## src/rtl/kbd_pkg.sv

```systemverilog
// kbd_pkg: PS/2 Set-2 scancode constants and the scancode-to-ASCII decode used as ROM contents.
package kbd_pkg;
  localparam logic [7:0] ASCII_NONE = 8'h00;
  localparam logic [7:0] SC_A = 8'h1C;
  localparam logic [7:0] SC_B = 8'h32;
  localparam logic [7:0] SC_C = 8'h21;
  localparam logic [7:0] SC_D = 8'h23;
  localparam logic [7:0] SC_E = 8'h24;
  localparam logic [7:0] SC_F = 8'h2B;
  localparam logic [7:0] SC_G = 8'h34;
  localparam logic [7:0] SC_H = 8'h33;
  localparam logic [7:0] SC_I = 8'h43;
  localparam logic [7:0] SC_J = 8'h3B;
  localparam logic [7:0] SC_K = 8'h42;
  localparam logic [7:0] SC_L = 8'h4B;
  localparam logic [7:0] SC_M = 8'h3A;
  localparam logic [7:0] SC_N = 8'h31;
  localparam logic [7:0] SC_O = 8'h44;
  localparam logic [7:0] SC_P = 8'h4D;
  localparam logic [7:0] SC_Q = 8'h15;
  localparam logic [7:0] SC_R = 8'h2D;
  localparam logic [7:0] SC_S = 8'h1B;
  localparam logic [7:0] SC_T = 8'h2C;
  localparam logic [7:0] SC_U = 8'h3C;
  localparam logic [7:0] SC_V = 8'h2A;
  localparam logic [7:0] SC_W = 8'h1D;
  localparam logic [7:0] SC_X = 8'h22;
  localparam logic [7:0] SC_Y = 8'h35;
  localparam logic [7:0] SC_Z = 8'h1A;
  localparam logic [7:0] SC_0 = 8'h45;
  localparam logic [7:0] SC_1 = 8'h16;
  localparam logic [7:0] SC_2 = 8'h1E;
  localparam logic [7:0] SC_3 = 8'h26;
  localparam logic [7:0] SC_4 = 8'h25;
  localparam logic [7:0] SC_5 = 8'h2E;
  localparam logic [7:0] SC_6 = 8'h36;
  localparam logic [7:0] SC_7 = 8'h3D;
  localparam logic [7:0] SC_8 = 8'h3E;
  localparam logic [7:0] SC_9 = 8'h46;
  localparam logic [7:0] SC_GRAVE = 8'h0E;
  localparam logic [7:0] SC_MINUS = 8'h4E;
  localparam logic [7:0] SC_EQUAL = 8'h55;
  localparam logic [7:0] SC_LBRACK = 8'h54;
  localparam logic [7:0] SC_RBRACK = 8'h5B;
  localparam logic [7:0] SC_BSLASH = 8'h5D;
  localparam logic [7:0] SC_SEMI = 8'h4C;
  localparam logic [7:0] SC_QUOTE = 8'h52;
  localparam logic [7:0] SC_COMMA = 8'h41;
  localparam logic [7:0] SC_PERIOD = 8'h49;
  localparam logic [7:0] SC_SLASH = 8'h4A;
  localparam logic [7:0] SC_SPACE = 8'h29;
  localparam logic [7:0] SC_ENTER = 8'h5A;
  localparam logic [7:0] SC_BKSP = 8'h66;
  localparam logic [7:0] SC_TAB = 8'h0D;
  localparam logic [7:0] SC_ESC = 8'h76;
  localparam logic [7:0] SC_LSHIFT = 8'h12;
  localparam logic [7:0] SC_RSHIFT = 8'h59;
  localparam logic [7:0] SC_CTRL = 8'h14;
  localparam logic [7:0] SC_CAPS = 8'h58;
  localparam logic [7:0] SC_BREAK = 8'hF0;
  localparam logic [7:0] SC_EXT = 8'hE0;

  function automatic logic [7:0] alpha(input logic up, input logic [7:0] ofs);
    return (up ? 8'h41 : 8'h61) + ofs;
  endfunction

  function automatic logic [7:0] pick(input logic sel, input logic [7:0] lo, input logic [7:0] hi);
    return sel ? hi : lo;
  endfunction

  // Letters follow caps XOR shift; digits and punctuation follow shift only.
  function automatic logic [7:0] sc_decode(input logic caps, input logic shift, input logic [7:0] key);
    logic up;
    logic [7:0] r;
    up = caps ^ shift;
    r = ASCII_NONE;
    case (key)
      SC_A: r = alpha(up, 8'd0);
      SC_B: r = alpha(up, 8'd1);
      SC_C: r = alpha(up, 8'd2);
      SC_D: r = alpha(up, 8'd3);
      SC_E: r = alpha(up, 8'd4);
      SC_F: r = alpha(up, 8'd5);
      SC_G: r = alpha(up, 8'd6);
      SC_H: r = alpha(up, 8'd7);
      SC_I: r = alpha(up, 8'd8);
      SC_J: r = alpha(up, 8'd9);
      SC_K: r = alpha(up, 8'd10);
      SC_L: r = alpha(up, 8'd11);
      SC_M: r = alpha(up, 8'd12);
      SC_N: r = alpha(up, 8'd13);
      SC_O: r = alpha(up, 8'd14);
      SC_P: r = alpha(up, 8'd15);
      SC_Q: r = alpha(up, 8'd16);
      SC_R: r = alpha(up, 8'd17);
      SC_S: r = alpha(up, 8'd18);
      SC_T: r = alpha(up, 8'd19);
      SC_U: r = alpha(up, 8'd20);
      SC_V: r = alpha(up, 8'd21);
      SC_W: r = alpha(up, 8'd22);
      SC_X: r = alpha(up, 8'd23);
      SC_Y: r = alpha(up, 8'd24);
      SC_Z: r = alpha(up, 8'd25);
      SC_0: r = pick(shift, 8'h30, 8'h29);
      SC_1: r = pick(shift, 8'h31, 8'h21);
      SC_2: r = pick(shift, 8'h32, 8'h40);
      SC_3: r = pick(shift, 8'h33, 8'h23);
      SC_4: r = pick(shift, 8'h34, 8'h24);
      SC_5: r = pick(shift, 8'h35, 8'h25);
      SC_6: r = pick(shift, 8'h36, 8'h5E);
      SC_7: r = pick(shift, 8'h37, 8'h26);
      SC_8: r = pick(shift, 8'h38, 8'h2A);
      SC_9: r = pick(shift, 8'h39, 8'h28);
      SC_GRAVE: r = pick(shift, 8'h60, 8'h7E);
      SC_MINUS: r = pick(shift, 8'h2D, 8'h5F);
      SC_EQUAL: r = pick(shift, 8'h3D, 8'h2B);
      SC_LBRACK: r = pick(shift, 8'h5B, 8'h7B);
      SC_RBRACK: r = pick(shift, 8'h5D, 8'h7D);
      SC_BSLASH: r = pick(shift, 8'h5C, 8'h7C);
      SC_SEMI: r = pick(shift, 8'h3B, 8'h3A);
      SC_QUOTE: r = pick(shift, 8'h27, 8'h22);
      SC_COMMA: r = pick(shift, 8'h2C, 8'h3C);
      SC_PERIOD: r = pick(shift, 8'h2E, 8'h3E);
      SC_SLASH: r = pick(shift, 8'h2F, 8'h3F);
      SC_SPACE: r = 8'h20;
      SC_ENTER: r = 8'h0D;
      SC_BKSP: r = 8'h08;
      SC_TAB: r = 8'h09;
      SC_ESC: r = 8'h1B;
      default: r = ASCII_NONE;
    endcase
    return r;
  endfunction
endpackage

```

## src/rtl/scancode_ram.sv

```systemverilog
// scancode_ram: registered 1024x8 lookup of {caps, shift, cur_key} to ASCII, one-cycle latency.
module scancode_ram
  import kbd_pkg::*;
(
  input  logic       clk,
  input  logic       clr,
  input  logic [7:0] cur_key,
  input  logic       caps,
  input  logic       shift,
  output logic [7:0] ascii_key
);
  logic [7:0] ascii_d, ascii_q;
  always_comb ascii_d = sc_decode(caps, shift, cur_key);
  always_ff @(posedge clk) begin
    if (clr) ascii_q <= ASCII_NONE;
    else ascii_q <= ascii_d;
  end
  assign ascii_key = ascii_q;
endmodule

```

## config.mk

```make
export PLATFORM = sky130hd
export DESIGN_NAME = scancode_ram
export DESIGN_NICKNAME = d
export VERILOG_FILES = /design/src/rtl/kbd_pkg.sv /design/src/rtl/scancode_ram.sv
export SDC_FILE = /design/constraint.sdc
export NUM_CORES = 1
export LEC_CHECK = 0
export BUFFER_PORTS_ARGS = -buffer_cell sky130_fd_sc_hd__buf_4
export CAP_MARGIN = 20
export CORE_MARGIN = 2
export CORE_UTILIZATION = 60
export CTS_CLUSTER_DIAMETER = 30
export CTS_CLUSTER_SIZE = 10
export DETAILED_ROUTE_END_ITERATION = 12
export PLACE_DENSITY = 0.79
export SLEW_MARGIN = 25
export SYNTH_ARGS = -nofsm -noshare
export SYNTH_HDL_FRONTEND = slang
export SYNTH_SLANG_ARGS = --single-unit
```

## constraint.sdc

```tcl
create_clock -name clk -period 7.1 [get_ports clk]
set_input_delay 2.13 -clock clk [delete_from_list [all_inputs] [get_ports clk]]
set_output_delay 2.13 -clock clk [all_outputs]
set_load 0.02 [all_outputs]
```

==> summary.txt <==
Io pins: 20
Outcome: completed
GRT Total Usage: 36.3%
Final setup violation count: 0
Syn Nets: 230
Cell Pwr Density: 90.9 nW/um^2
Worst path slowest cell: nor3b_1
Most common cell after layout, fill and taps aside: buf_4
RSZ-0062 raised after global routing: no
CTS H-tree depth: 1
# clock sinks: 8
Layout cells sized above 1: 15.6%
Most frequent cells in the layout: buf_4, nand2_1, nand3_1
Fin crit period: 4.14 ns
Diode count: 0
Distinct cells, synth: 64
Mapped Cells: 217
Overall power: 149 uW
F_max: 0.242 GHz
# resized after CTS: 0
CTS buffer count: 3
Post-synthesis sequential area ratio: 10.5%
Maximum VDD drop: 0.110 mV
CP Capture Type: flop
Filler instances: 212
Number of flip-flops in the largest register: 8
DP Wirelength: 3650 um
CTS root buffer: clkbuf_4
Nets: 233
Placeable Area: 2450 um^2
Top cell type's share of synthesized area: 10.5%
Max-Cap Viols: 0
Post-Syn Area per Cell: 7.06 um^2
Pre-antenna DRT Iters: 7
P&R area growth vs syn: 6.78%
Post CTS Setup Buffer Count: 0
Crit path buffers/inverters: 1
Clk slew on worst S/H paths: 0.06 ns
Post-route setup TNS: 0 ns
Synth area leader: dfxtp_1
Starting Density: 62.4%
Hold buffer count at CTS: 0
Vias: 1918
Setup WS pre-CTS: 2.80 ns
Synth area leaders: dfxtp_1, nand3_1, o21ai_0
Critical path class: in -> reg
Fin. Hold Viols: 0
Crit path max fanout: 21
Static Leak: 0.000562 uW
CP arrival: 4.29 ns
Worst Setup SP: cur_key[5]
Die Y: 54.5 um
First-pass GRT wire length: 7790 um
DRC: 0
Die width: 54.5 um
IO buf count: 19
Synth async-reset ratio: 0%
Worst setup margin: 2.96 ns
Flip-flop and latch area: 160 um^2
Pins Over Slew Limit: 0
Area of the die: 2970 um^2
Critical path, cell by cell: buf_4, nor3b_1, nand2_1, o311ai_1, ha_1, a21oi_1, o41a_1
Crit-path leading delay family: simple AND/OR/NAND/NOR gates
Routability congestion estimate: 1.10
Final Core Density: 66.6%
CP peak stage delay: 0.72 ns
Cell row count: 18
Post-Syn Area: 1530 um^2
Max clock buf depth: 2
Vias per cell: 7.73
Iteration-0 DRC Markers: 220
Main synth FF type: dfxtp_1
Hold Startpoint: clr
EDFF count, synth: 0
Ys Warns: 0
Final wirelength: 5060 um
Post-route clock period utilization: 58.3%
Rel. slew slack: 44.0%
Hold crit path type: in -> reg
Critical path required time: 7.25 ns
CP startpoint kind: input pin
TritonCTS clock tree: yes
Area of the multi-input gates: 1250 um^2
#FFs+latches synth: 8
Initial antenna violation count: 0
Largest net degree at the start of global routing: 33
Antenna viol nets, final: 0
WL/cell: 20.4 um
Grt total ovfl: 0
Vias in the first global route: 1657
Worst-margin pin slew: 0.838 ns
==> power breakdown <==
group | internal, uW | switching (uW) | leakage (uW)
clock | 19.5 | 17.7 | 0.0000138
sequential | 45.9 | 0.304 | 0.0000649
combinational | 23.0 | 42.3 | 0.000483
total | 88.4 | 60.3 | 0.000562
==> final cells by class <==
| type | count | area share, % |
|---|---|---|
| multi-input cells | 182 | 76.4 |
| flip-flops and latches | 8 | 9.79 |
| repair buffers | 19 | 8.72 |
| well taps | 30 | 2.30 |
| clock buffers | 3 | 1.38 |
| inverters | 6 | 1.38 |
==> routing by layer <==
metal  vias to the layer above  part of all wire [%]  wire length (um)  track usage (%)
met3                        44                    14               697             9.29
met2                       181                    43              2180             55.2
met4                         0                   5.6               283             20.4
met5                         -                     0                 0                0
met1                       843                    38              1900             46.2
li1                        850                     -                 -                -
==> tightest hold or removal path: stages <==
cell     delay [ns]
buf_4          0.09
a41oi_4        0.05
o41a_1         0.10
==> cells by family after synthesis <==
kind of cell	synth area share, %
AND/OR/NAND/NOR	37.6
flip-flops	10.5
buffers and inverters	7.92
XOR/XNOR	2.86
multiplexers	1.31
adder cells (fa/ha/maj)	0.817
AO/OA/AOI/OAI	38.8
other	0.245
==> path summary, 6_finish.rpt <==
| kind | to | slack (ns) | cells after the start |
|---|---|---|---|
| max | ascii_key[3] | 2.96 | 7 |
| min | ascii_key[6] | 2.15 | 3 |
==> metrics by stage <==
stage / std cells / hold WS, ns / instance area [um^2]
global route: 248 / 2.16 / 1640
detailed placement: 245 / 2.42 / 1610
floorplan: 217 / 2.29 / 1530
CTS: 248 / 2.15 / 1640
global placement: 245 / 2.41 / 1610
finish: 248 / 2.15 / 1640
==> cell usage after synthesis (3+ instances only) <==
master,instances
a21oi_1,11
a31oi_1,5
buf_1,4
buf_2,10
clkbuf_1,6
dfxtp_1,8
inv_1,6
nand2_1,16
nand2b_1,8
nand3_1,16
nor2_1,15
nor2b_1,9
nor3_1,4
nor3b_1,5
nor4bb_1,3
o211ai_1,3
o21ai_0,12
o22ai_1,5
o31a_1,5
o31ai_1,5
o41a_1,3
xnor2_1,3
(Power assumes the default switching activity.)
